### config.mk
export PLATFORM = sky130hd
export DESIGN_NAME = bcd_7seg_scan
export DESIGN_NICKNAME = d
export VERILOG_FILES = /design/src/rtl/bcd_7seg_scan.sv
export SDC_FILE = /design/constraint.sdc
export NUM_CORES = 1
export LEC_CHECK = 0
export BUFFER_PORTS_ARGS = -buffer_cell sky130_fd_sc_hd__buf_2
export CAP_MARGIN = 20
export CORE_MARGIN = 2
export CORE_UTILIZATION = 45
export CTS_CLUSTER_DIAMETER = 50
export CTS_CLUSTER_SIZE = 25
export DETAILED_ROUTE_END_ITERATION = 6
export SLEW_MARGIN = 30
export SYNTH_ARGS = -nofsm -noshare
export SYNTH_HDL_FRONTEND = slang
export SYNTH_SLANG_ARGS = --single-unit
### constraint.sdc
create_clock -name clk -period 2.55 [get_ports clk]
set_input_delay 0.51 -clock clk [delete_from_list [all_inputs] [get_ports clk]]
set_output_delay 0.51 -clock clk [all_outputs]
set_load 0.05 [all_outputs]
### src/rtl/bcd_7seg_scan.sv
// Multiplexed BCD to seven-segment scanner with a frame-synchronous, tear-free
// input handshake. Define BCD_SCAN_LZB_EN to enable leading-zero blanking.
module bcd_7seg_scan #(
    parameter int unsigned DIGITS = 4,
    parameter int unsigned DIV    = 50000,
    parameter int unsigned BLANK  = 2
) (
    input  logic                  clk,
    input  logic                  reset,
    input  logic [4*DIGITS-1:0]   bcd_in,
    input  logic                  in_valid,
    output logic                  in_ready,
    output logic [DIGITS-1:0]     an,
    output logic [6:0]            seg
);

    localparam int unsigned DW = (DIV > 1) ? $clog2(DIV) : 1;
    localparam int unsigned IW = (DIGITS > 1) ? $clog2(DIGITS) : 1;
    localparam int unsigned BW = 4 * DIGITS;

    logic [DW-1:0]     div;
    logic [IW-1:0]     idx;
    logic [BW-1:0]     pend;
    logic [BW-1:0]     disp;
    logic              slot_end;
    logic              frame_end;
    logic              accept;
    logic [DIGITS-1:0] lz_blank;
    logic [3:0]        cur_digit;
    logic              cur_lz;
    logic [DIGITS-1:0] an_c;
    logic [6:0]        seg_c;

    assign slot_end  = (div == DW'(DIV - 1));
    assign frame_end = slot_end && (idx == IW'(DIGITS - 1));
    assign accept    = in_valid && in_ready;

    // Slot divider and digit index
    always_ff @(posedge clk or posedge reset) begin
        if (reset) begin
            div <= '0;
            idx <= '0;
        end else if (slot_end) begin
            div <= '0;
            idx <= (idx == IW'(DIGITS - 1)) ? '0 : idx + IW'(1);
        end else begin
            div <= div + DW'(1);
        end
    end

    // Capture into pend; disp only moves on a frame boundary, and only for a
    // capture made on an earlier cycle (in_ready already low).
    always_ff @(posedge clk or posedge reset) begin
        if (reset) begin
            pend     <= '0;
            disp     <= '0;
            in_ready <= 1'b1;
        end else if (accept) begin
            pend     <= bcd_in;
            in_ready <= 1'b0;
        end else if (!in_ready && frame_end) begin
            disp     <= pend;
            in_ready <= 1'b1;
        end
    end

    // Digit k>0 is a leading zero when it and every digit above it are zero
    always_comb begin
        lz_blank = '0;
`ifdef BCD_SCAN_LZB_EN
        for (int k = 1; k < DIGITS; k++) begin
            lz_blank[k] = ((disp >> (4 * k)) == BW'(0));
        end
`endif
    end

    always_comb begin
        cur_digit = 4'd0;
        cur_lz    = 1'b0;
        for (int k = 0; k < DIGITS; k++) begin
            if (idx == IW'(k)) begin
                cur_digit = disp[4*k +: 4];
                cur_lz    = lz_blank[k];
            end
        end
    end

    // Guard interval at slot start keeps all digits dark to avoid ghosting
    always_comb begin
        an_c  = '1;
        seg_c = 7'h7F;
        if (div >= DW'(BLANK)) begin
            an_c = ~(DIGITS'(1) << idx);
            if (!cur_lz) begin
                case (cur_digit)
                    4'd0:    seg_c = 7'h40;
                    4'd1:    seg_c = 7'h79;
                    4'd2:    seg_c = 7'h24;
                    4'd3:    seg_c = 7'h30;
                    4'd4:    seg_c = 7'h19;
                    4'd5:    seg_c = 7'h12;
                    4'd6:    seg_c = 7'h02;
                    4'd7:    seg_c = 7'h78;
                    4'd8:    seg_c = 7'h00;
                    4'd9:    seg_c = 7'h10;
                    default: seg_c = 7'h3F;
                endcase
            end
        end
    end

    always_ff @(posedge clk or posedge reset) begin
        if (reset) begin
            an  <= '1;
            seg <= 7'h7F;
        end else begin
            an  <= an_c;
            seg <= seg_c;
        end
    end

endmodule

# Word level (Yosys, flattened, before mapping)
# Memory sizes are Yosys's and may differ from the RTL's.
# Cells that the tools add are included.
# Widths: inputs -> output; s select.
# op_classes
n_addsub	2
n_lt_le_gt_ge	1
eq_ne	4
shifts	1
muxes	10
bitwise	2
n_reduce_logical	7
# ops
operator	count
$mux 4	5
$add 16x1->16 const B	1
$eq 16x16->1 const B	1
$ge 16x2->1 const B	1
$mux 16	1
$mux 7	1
$eq 2x2->1 const B	2
$not 4->4	1
$shl 1x2->4 const A	1
$logic_and 1x1->1	3
$add 2x1->2 const B	1
$eq 2x1->1 const B	1
$logic_not 2->1	1
$mux 1	2
$mux 2	1
$reduce_and 2->1	1
$reduce_bool 2->1	1
$logic_not 1->1	1
$not 1->1	1
# word_totals
ff_bits	62
romBits	112
in_bits	19
out_inout_bits	12
word_cells	35
n_memories	1
# memory_table
name	words	width	read_ports	rd_clocked_by_memory_dff	write_ports	line	source
(no name shown)	16	7	1	0	0	95	case (cur_digit)

# Longest topological paths before layout
# Gate-level depths: netlist of the first run.
# An unclocked memory read counts as a cell.
# logic_depth
word_depth	7
mapped_depth	9
ltp_nobuf	9

# Worst setup path before layout of the first run
# No wires, ideal clock.
# synth_path
kind	reg2reg
start	register div[12]
end	register disp[0]
setup_time_ns	0.125
arrival_ns	1.994
required_time_ns	2.425
path_slack_ns	0.431
stages_incl_launch_ff	8
n_path_buf	2
synth_period_minus_slack_ns	2.119
cell_sequence	dfrtp_1 or4_1 nor4_2 and2_1 buf_6 nand3_4 buf_6 mux2_4
# synth_via
elab_chain_len	4
# synth_lines
item	line	source
start, declared	21	logic [DW-1:0] div;
start signal, assigned	47	div <= div + DW'(1);
$eq 16x16->1	34	assign slot_end = (div == DW'(DIV - 1));
$logic_and 1x1->1	35	assign frame_end = slot_end && (idx == IW'(DIGITS - 1));
$logic_and 1x1->1	61	end else if (!in_ready && frame_end) begin
$reduce_and 2->1 (no source line)	-	
end signal, assigned	62	disp <= pend;
end, declared	24	logic [BW-1:0] disp;
# No other way between the ends.
# A chain may end at the register's enable or synchronous reset.

# Worst setup path after layout of the first run
# layout_path
start	register idx[0]
end	register seg[3]
# layout_via
elab_chain_len	7
word_cells_on_any_way	10
classes_between	3 x eq/ne; 5 x mux; 1 x reduce/logical; 1 x memory
# layout_lines
item	line	source
start, declared	22	logic [IW-1:0] idx;
start signal, assigned	45	idx <= (idx == IW'(DIGITS - 1)) ? '0 : idx + IW'(1);
$logic_not 2->1	81	if (idx == IW'(k)) begin
$mux 4 (3 in a row)	81	
$mux 4 *	81	
$mem_v2 16x7 *	-	
$mux 7 *	92	if (div >= DW'(BLANK)) begin
named net seg_c[3]	32	logic [6:0] seg_c;
end signal, assigned	118	seg <= seg_c;
end, declared	14	output logic [6:0] seg
# Mark *: on every way through the listed nets, which the timed path passes. The rest lies on a longest branch.

==> results.yml, run 1 <==
synthesis:
  muxShareOfSynthArea: 0.147
  synth_compound_area_frac: 0.0750
  yosys-top-cells-count: "dfrtp_1, mux2_2, nand2_1"
  yosysTopAreaCellShare: 0.455
  ys_seq_area_frac: 0.569
  syn-num-nets: 248
  yosys.area.top_type: "dfrtp_1"
  synthCells: 222
  synthXorXnorAreaFrac: 0.0350
  async_reset_ff_frac: 1.00
  synth_edf_count: 0
  synth_fa_ha_area_frac: 0.0318
  yosysMostFrequentCell: "dfrtp_1"
  synth_simple_gate_area_frac: 0.115
  syn_area_per_cell_um2: 12.4
  synth_warnings: 0
  synth_flop_cell: "dfrtp_1"
  synth.distinct_cells: 41
  syn-cell-area_mm2: 0.00275
  synth_top_family_by_area: "multiplexers"
  synthTopCellsByArea: "dfrtp_1, dfstp_2, mux2_2"
  ys_ff_latch: 62
place:
  hpwl_um: 3250
  gp_congestion: 0.779
  io_buffers: 30
sta:
  setup-violations-final: 0
  period_share: 0.878
  max_freq_mhz: 446
  slew_headroom: 0.580
  hold_violations: 0
  finalMaxSlewViolations: 0
  tns_ns: 0
  tightest_slew_ns: 0.628
  rsz0062_at_grt: "no"
  fin_skew_ns: 0.0116
  min_period_ns: 2.24
min_path:
  hp-class: "input port to asynchronous set/reset pin"
worst_setup_path:
  cp.arrival_ns: 2.45
  path_max_fanout: 9
  cp.required_ns: 2.76
  r2r-start: "idx[0]"
  crit_type: "register to register"
  crit_start: "idx[0]"
  startpoint_type: "register"
  end_kind: "register"
outcome:
  outcome: "completed"
clock_tree:
  insertion_delay_ns: 0.33
  post_cts_resized: 0
  clk_pin_slew_ns: 0.07
  cts_sinks: 62
  htreeDepth: 3
  cts_setup_buffers: 0
  ctsLongestPathBuffers: 2
  cts_buffers: 9
  root_buffer: "clkbuf_8"
  cts_hold_buf: 0
  cts_tree: "built"
grt:
  grt_max_degree: 63
  grt_overflow: 0
  grt_pass1_wl_um: 8120
  grt_pass1_vias: 1740
  grt_use_total: 0.161
  antenna_found_initial: 0
finish:
  multi_input_comb_area_mm2: 0.00111
  regArea_mm2: 0.00157
  drive_gt1_frac: 0.371
  final_util: 0.541
  nNetsFinal: 285
  n_antenna_cell: 0
  nFillCells: 525
  syn2layout_area_growth_pct: 16.5
route:
  firstDrtPassIters: 4
  drt_iter0_markers: 103
  avgViaCountPerCell: 5.12
  drt-total-wl_um: 4660
  drc_errors: 0
  wl_per_cell_um: 13.7
  vias: 1734
  ant_nets: 0
die:
  io_pins: 31
  core.rowCount: 28
  die-area_mm2: 0.00676
  initial_utilization: 0.465
  core_mm2: 0.00592
  fp.dieW_um: 82.2
  die_h_um: 82.2
power_and_ir_drop:
  powerDensity_mw_per_mm2: 638
  vdd_drop_max_uv: 429
  p_leak_nw: 1.54
job:
  max-cap-violations: 0
[final timing paths]
kind | slack, ns | depth (start not counted) | endpoint
worst min register to register | 0.48 | 1 | div[0]
worst min-delay path | 0.22 | 3 | div[5]
worst max register to register | 0.31 | 7 | seg[3]
worst max-delay path | 0.31 | 7 | seg[3]
max in group asynchronous | 2.00 | 3 | an[1]
min in group clk | 0.36 | 2 | in_ready
[metal layers]
metal | global-route usage | vias up | share of wire
li1 | - | 857 | -
met1 | 0.234 | 824 | 0.51
met4 | 0.0767 | 0 | 0.016
met3 | 0.0435 | 8 | 0.048
met2 | 0.221 | 45 | 0.42
met5 | 0 | - | 0
[metrics by stage]
step                      total power, mW  instances  area (um2)  hold slack [ns]  setup WS, ns
final                                2.04        339        3210            0.220         0.310
after global routing                 2.12        339        3210            0.242        0.0832
after CTS                            2.08        339        3210            0.240         0.297
after detailed placement             1.11        323        2980            0.473         0.319
after global placement               1.11        323        2980            0.470         0.352
after floorplan                      1.08        222        2750            0.444         0.431
[power by group]
part	internal [mW]	leakage (nW)	switching, mW
sequential	1.01	0.783	0.0165
combinational	0.0344	0.647	0.0281
clock	0.573	0.108	0.378
total	1.62	1.54	0.423
[flip-flops by register name (all words and copies together) (netlist names)]
register / count
pend: 16
disp: 16
idx: 2
in_ready: 1
div: 16
an: 4
seg: 7
[area by class of cell]
type,instances,share of cell area
Clock buffer,10,0.0429
Clock inverter,6,0.0265
Inverter,9,0.0105
Multi-Input combinational cell,145,0.347
Sequential cell,62,0.489
Tap cell,75,0.0293
Timing Repair Buffer,32,0.0554
[cells in the final DEF (no fill, tap or decap), types with 7 or more instances in the layout]
cell / n
inv_1: 8
mux2_4: 9
clkbuf_8: 10
dfrtp_1: 50
buf_2: 30
nand3_1: 7
xnor2_1: 9
o21ai_0: 10
dfstp_2: 12
nand2_1: 17
nor2_1: 15
mux2_2: 23
ha_1: 7
[kinds of logic (layout without fill, tap and decap cells)]
group / after synthesis / count (layout)
xor+xnor: 11 / 11
fa+ha+maj: 7 / 7
buf+inv: 15 / 57
compound gates: 32 / 32
flops: 62 / 62
simple gates: 62 / 62
mux: 33 / 33
[worst max-delay path, cell delays in order (launching register included)]
cell	delay (ns)
dfrtp_1	0.41
ha_1	0.35
or3b_2	0.48
o21ai_0	0.12
nor2_1	0.16
ha_1	0.34
a21o_1	0.16
o311ai_0	0.09
(Power assumes the default switching activity.)
==> run 2: changes to the inputs <==
--- a/config.mk
+++ b/config.mk
@@ -8,9 +8,12 @@
 export BUFFER_PORTS_ARGS = -buffer_cell sky130_fd_sc_hd__buf_2
 export CAP_MARGIN = 20
+export CELL_PAD_IN_SITES_DETAIL_PLACEMENT = 1
+export CELL_PAD_IN_SITES_GLOBAL_PLACEMENT = 1
 export CORE_MARGIN = 2
 export CORE_UTILIZATION = 45
 export CTS_CLUSTER_DIAMETER = 50
-export CTS_CLUSTER_SIZE = 25
+export CTS_CLUSTER_SIZE = 30
 export DETAILED_ROUTE_END_ITERATION = 6
+export PLACE_DENSITY_LB_ADDON = 0.1
 export SLEW_MARGIN = 30
 export SYNTH_ARGS = -nofsm -noshare
==> constraint.sdc (replaced) <==
create_clock -name clk -period 2.55 [get_ports clk]
set_input_delay 0.1275 -clock clk [delete_from_list [all_inputs] [get_ports clk]]
set_output_delay 0.1275 -clock clk [all_outputs]
set_load 0.05 [all_outputs]
==> run 2 against run 1 <==
  * Total power is 1.3% higher
  * Sequential power hardly changed
  * Cell area is 1.2% higher
  * Clock-buffer cell count is 2 higher
  * Die area stayed put
  * Core utilization is 0.68 points higher
  * Non-clock buffer count is 6 higher
  * Sequential share of layout area is 0.60 points lower
  * Critical endpoint is now disp[1]
  * Highest routed layer unchanged
==> results.yml, run 2 (synthesis gave the netlist of run 1 again) <==
min_path:
  hold_end: "pend[4]"
  min_from: "bcd_in[4]"
  hp-class: "input port to register"
  worst_hold_path.num_cells: 2
sta:
  finalMaxSlewViolations: 0
  tightest_slew_ns: 0.646
  hold_violations: 0
  min_period_ns: 2.24
  fin_skew_ns: 0.00540
  period_share: 0.879
  slew_headroom: 0.568
  rsz0062_at_grt: "no"
  max_freq_mhz: 446
  tns_ns: 0
  setup-violations-final: 0
die:
  die-area_mm2: 0.00676
  initial_utilization: 0.465
  core.rowCount: 28
  core_mm2: 0.00592
  fp.dieW_um: 82.2
  die_h_um: 82.2
  io_pins: 31
power_and_ir_drop:
  power_mw: 2.07
  internal_power_mw: 1.65
  powerDensity_mw_per_mm2: 638
  vdd_drop_max_uv: 308
  combPwrFrac: 0.031
  p_sw_mw: 0.420
  seqPwrFrac: 0.498
  p_leak_nw: 1.57
  clock_power_share: 0.470
  swShare: 0.203
finish:
  reg_top3: "disp: 16 flops, div: 16 flops, pend: 16 flops"
  syn2layout_area_growth_pct: 17.9
  final_cell_area_mm2: 0.00325
  nNetsFinal: 291
  final_util: 0.548
  drive_gt1_frac: 0.374
  layout_common_cells: "dfrtp_1, buf_2, mux2_2, nand2_1, nor2_1"
  n_antenna_cell: 0
  final_common_cell: "dfrtp_1"
grt:
  grt_use_met3: 0.0489
  antenna_found_initial: 0
  grt_pass1_vias: 1941
  grt_use_total: 0.191
  grt_pass1_wl_um: 9500
  grt_max_degree: 32
  grt_use_met2: 0.289
  grt.busiest_layer: "met2"
  grtUsageMet1: 0.260
  grt_overflow: 0
outcome:
  outcome: "completed"
route:
  drc_errors: 0
  drt-total-wl_um: 5560
  drt_iter0_markers: 78
  wl_per_cell_um: 16.1
  firstDrtPassIters: 4
  vias: 1821
  ant_nets: 0
  avgViaCountPerCell: 5.28
worst_setup_path:
  r2r-start: "div[12]"
  startpoint_type: "register"
  worstPathCellList: "or4_1, nor4_2, and2_1, nand3_4, mux2_4"
  critPathSlowestCell: "or4_1"
  cp.required_ns: 2.77
  cp.arrival_ns: 2.46
  cp_slowest_stage_delay_ns: 0.56
  regToRegEndpoint: "disp[1]"
  end_kind: "register"
  crit_type: "register to register"
  rrSetupSlack_ns: 0.31
  path_max_fanout: 17
  r2r_cells: 5
clock_tree:
  insertion_delay_ns: 0.34
  cts_buffers: 9
  ctsLongestPathBuffers: 2
  cts_setup_buffers: 0
  post_cts_resized: 0
  clk_pin_slew_ns: 0.07
  cts_sinks: 62
  htreeDepth: 3
  cts_tree: "built"
  root_buffer: "clkbuf_8"
place:
  io_buffers: 30
  gp_congestion: 0.726
  hpwl_um: 3980
  placed_area_mm2: 0.00300
job:
  max-cap-violations: 0
## run 2: power by group through the flow
stage	clock, mW	sequential, mW	combinational [mW]
3_3_place_gp	0	1.05	0.0618
6_report	0.974	1.03	0.0645
2_1_floorplan	0	1.04	0.0403
4_1_cts	0.999	1.03	0.0676
5_1_grt	1.06	1.03	0.0743
3_5_place_dp	0	1.05	0.0652
## run 2: layout make-up
type / count / area [um2]
clock buffers: 12 / 155
well taps: 75 / 93.8
flip-flops and latches: 62 / 1570
fillers: 635 / 2680
repair buffers: 38 / 215
multi-input cells: 145 / 1110
inverters: 9 / 33.8
clock inverters: 4 / 70.1
## run 2: per-layer routing
layer	wire, um	vias to the layer above	share of wire
met5	0	-	0
met4	117	0	0.021
met3	188	13	0.034
met2	2500	37	0.45
met1	2750	903	0.49
li1	-	868	-
## run 2: stage by stage
stage	hold slack (ns)	cells	setup WS, ns
CTS	0.00328	345	0.261
finish	0.0179	345	0.309
global route	0.00425	345	0.134
detailed placement	0.258	327	0.307
floorplan	0.203	222	0.431
global placement	0.258	327	0.359
## run 2: critical path: cells and delay by family, from the launching register on
family	cells	cell delay, ns
muxes	1	0.37
DFF	1	0.41
and+or+nand+nor	4	1.33
## run 2: worst max-delay path by stage
stage / startpoint / to / cells past startpoint
3_3_place_gp: div[12] / disp[1] / 5
2_1_floorplan: div[12] / disp[0] / 7
5_1_grt: idx[0] / seg[3] / 8
3_5_place_dp: div[12] / disp[2] / 5
4_1_cts: div[12] / disp[4] / 5
6_report: div[12] / disp[1] / 5
## run 2: repair_timing
action,in CTS,in global routing
hold buffers,2,0
endpoints found under the setup margin,0,0
hold endpoints to repair,21,0
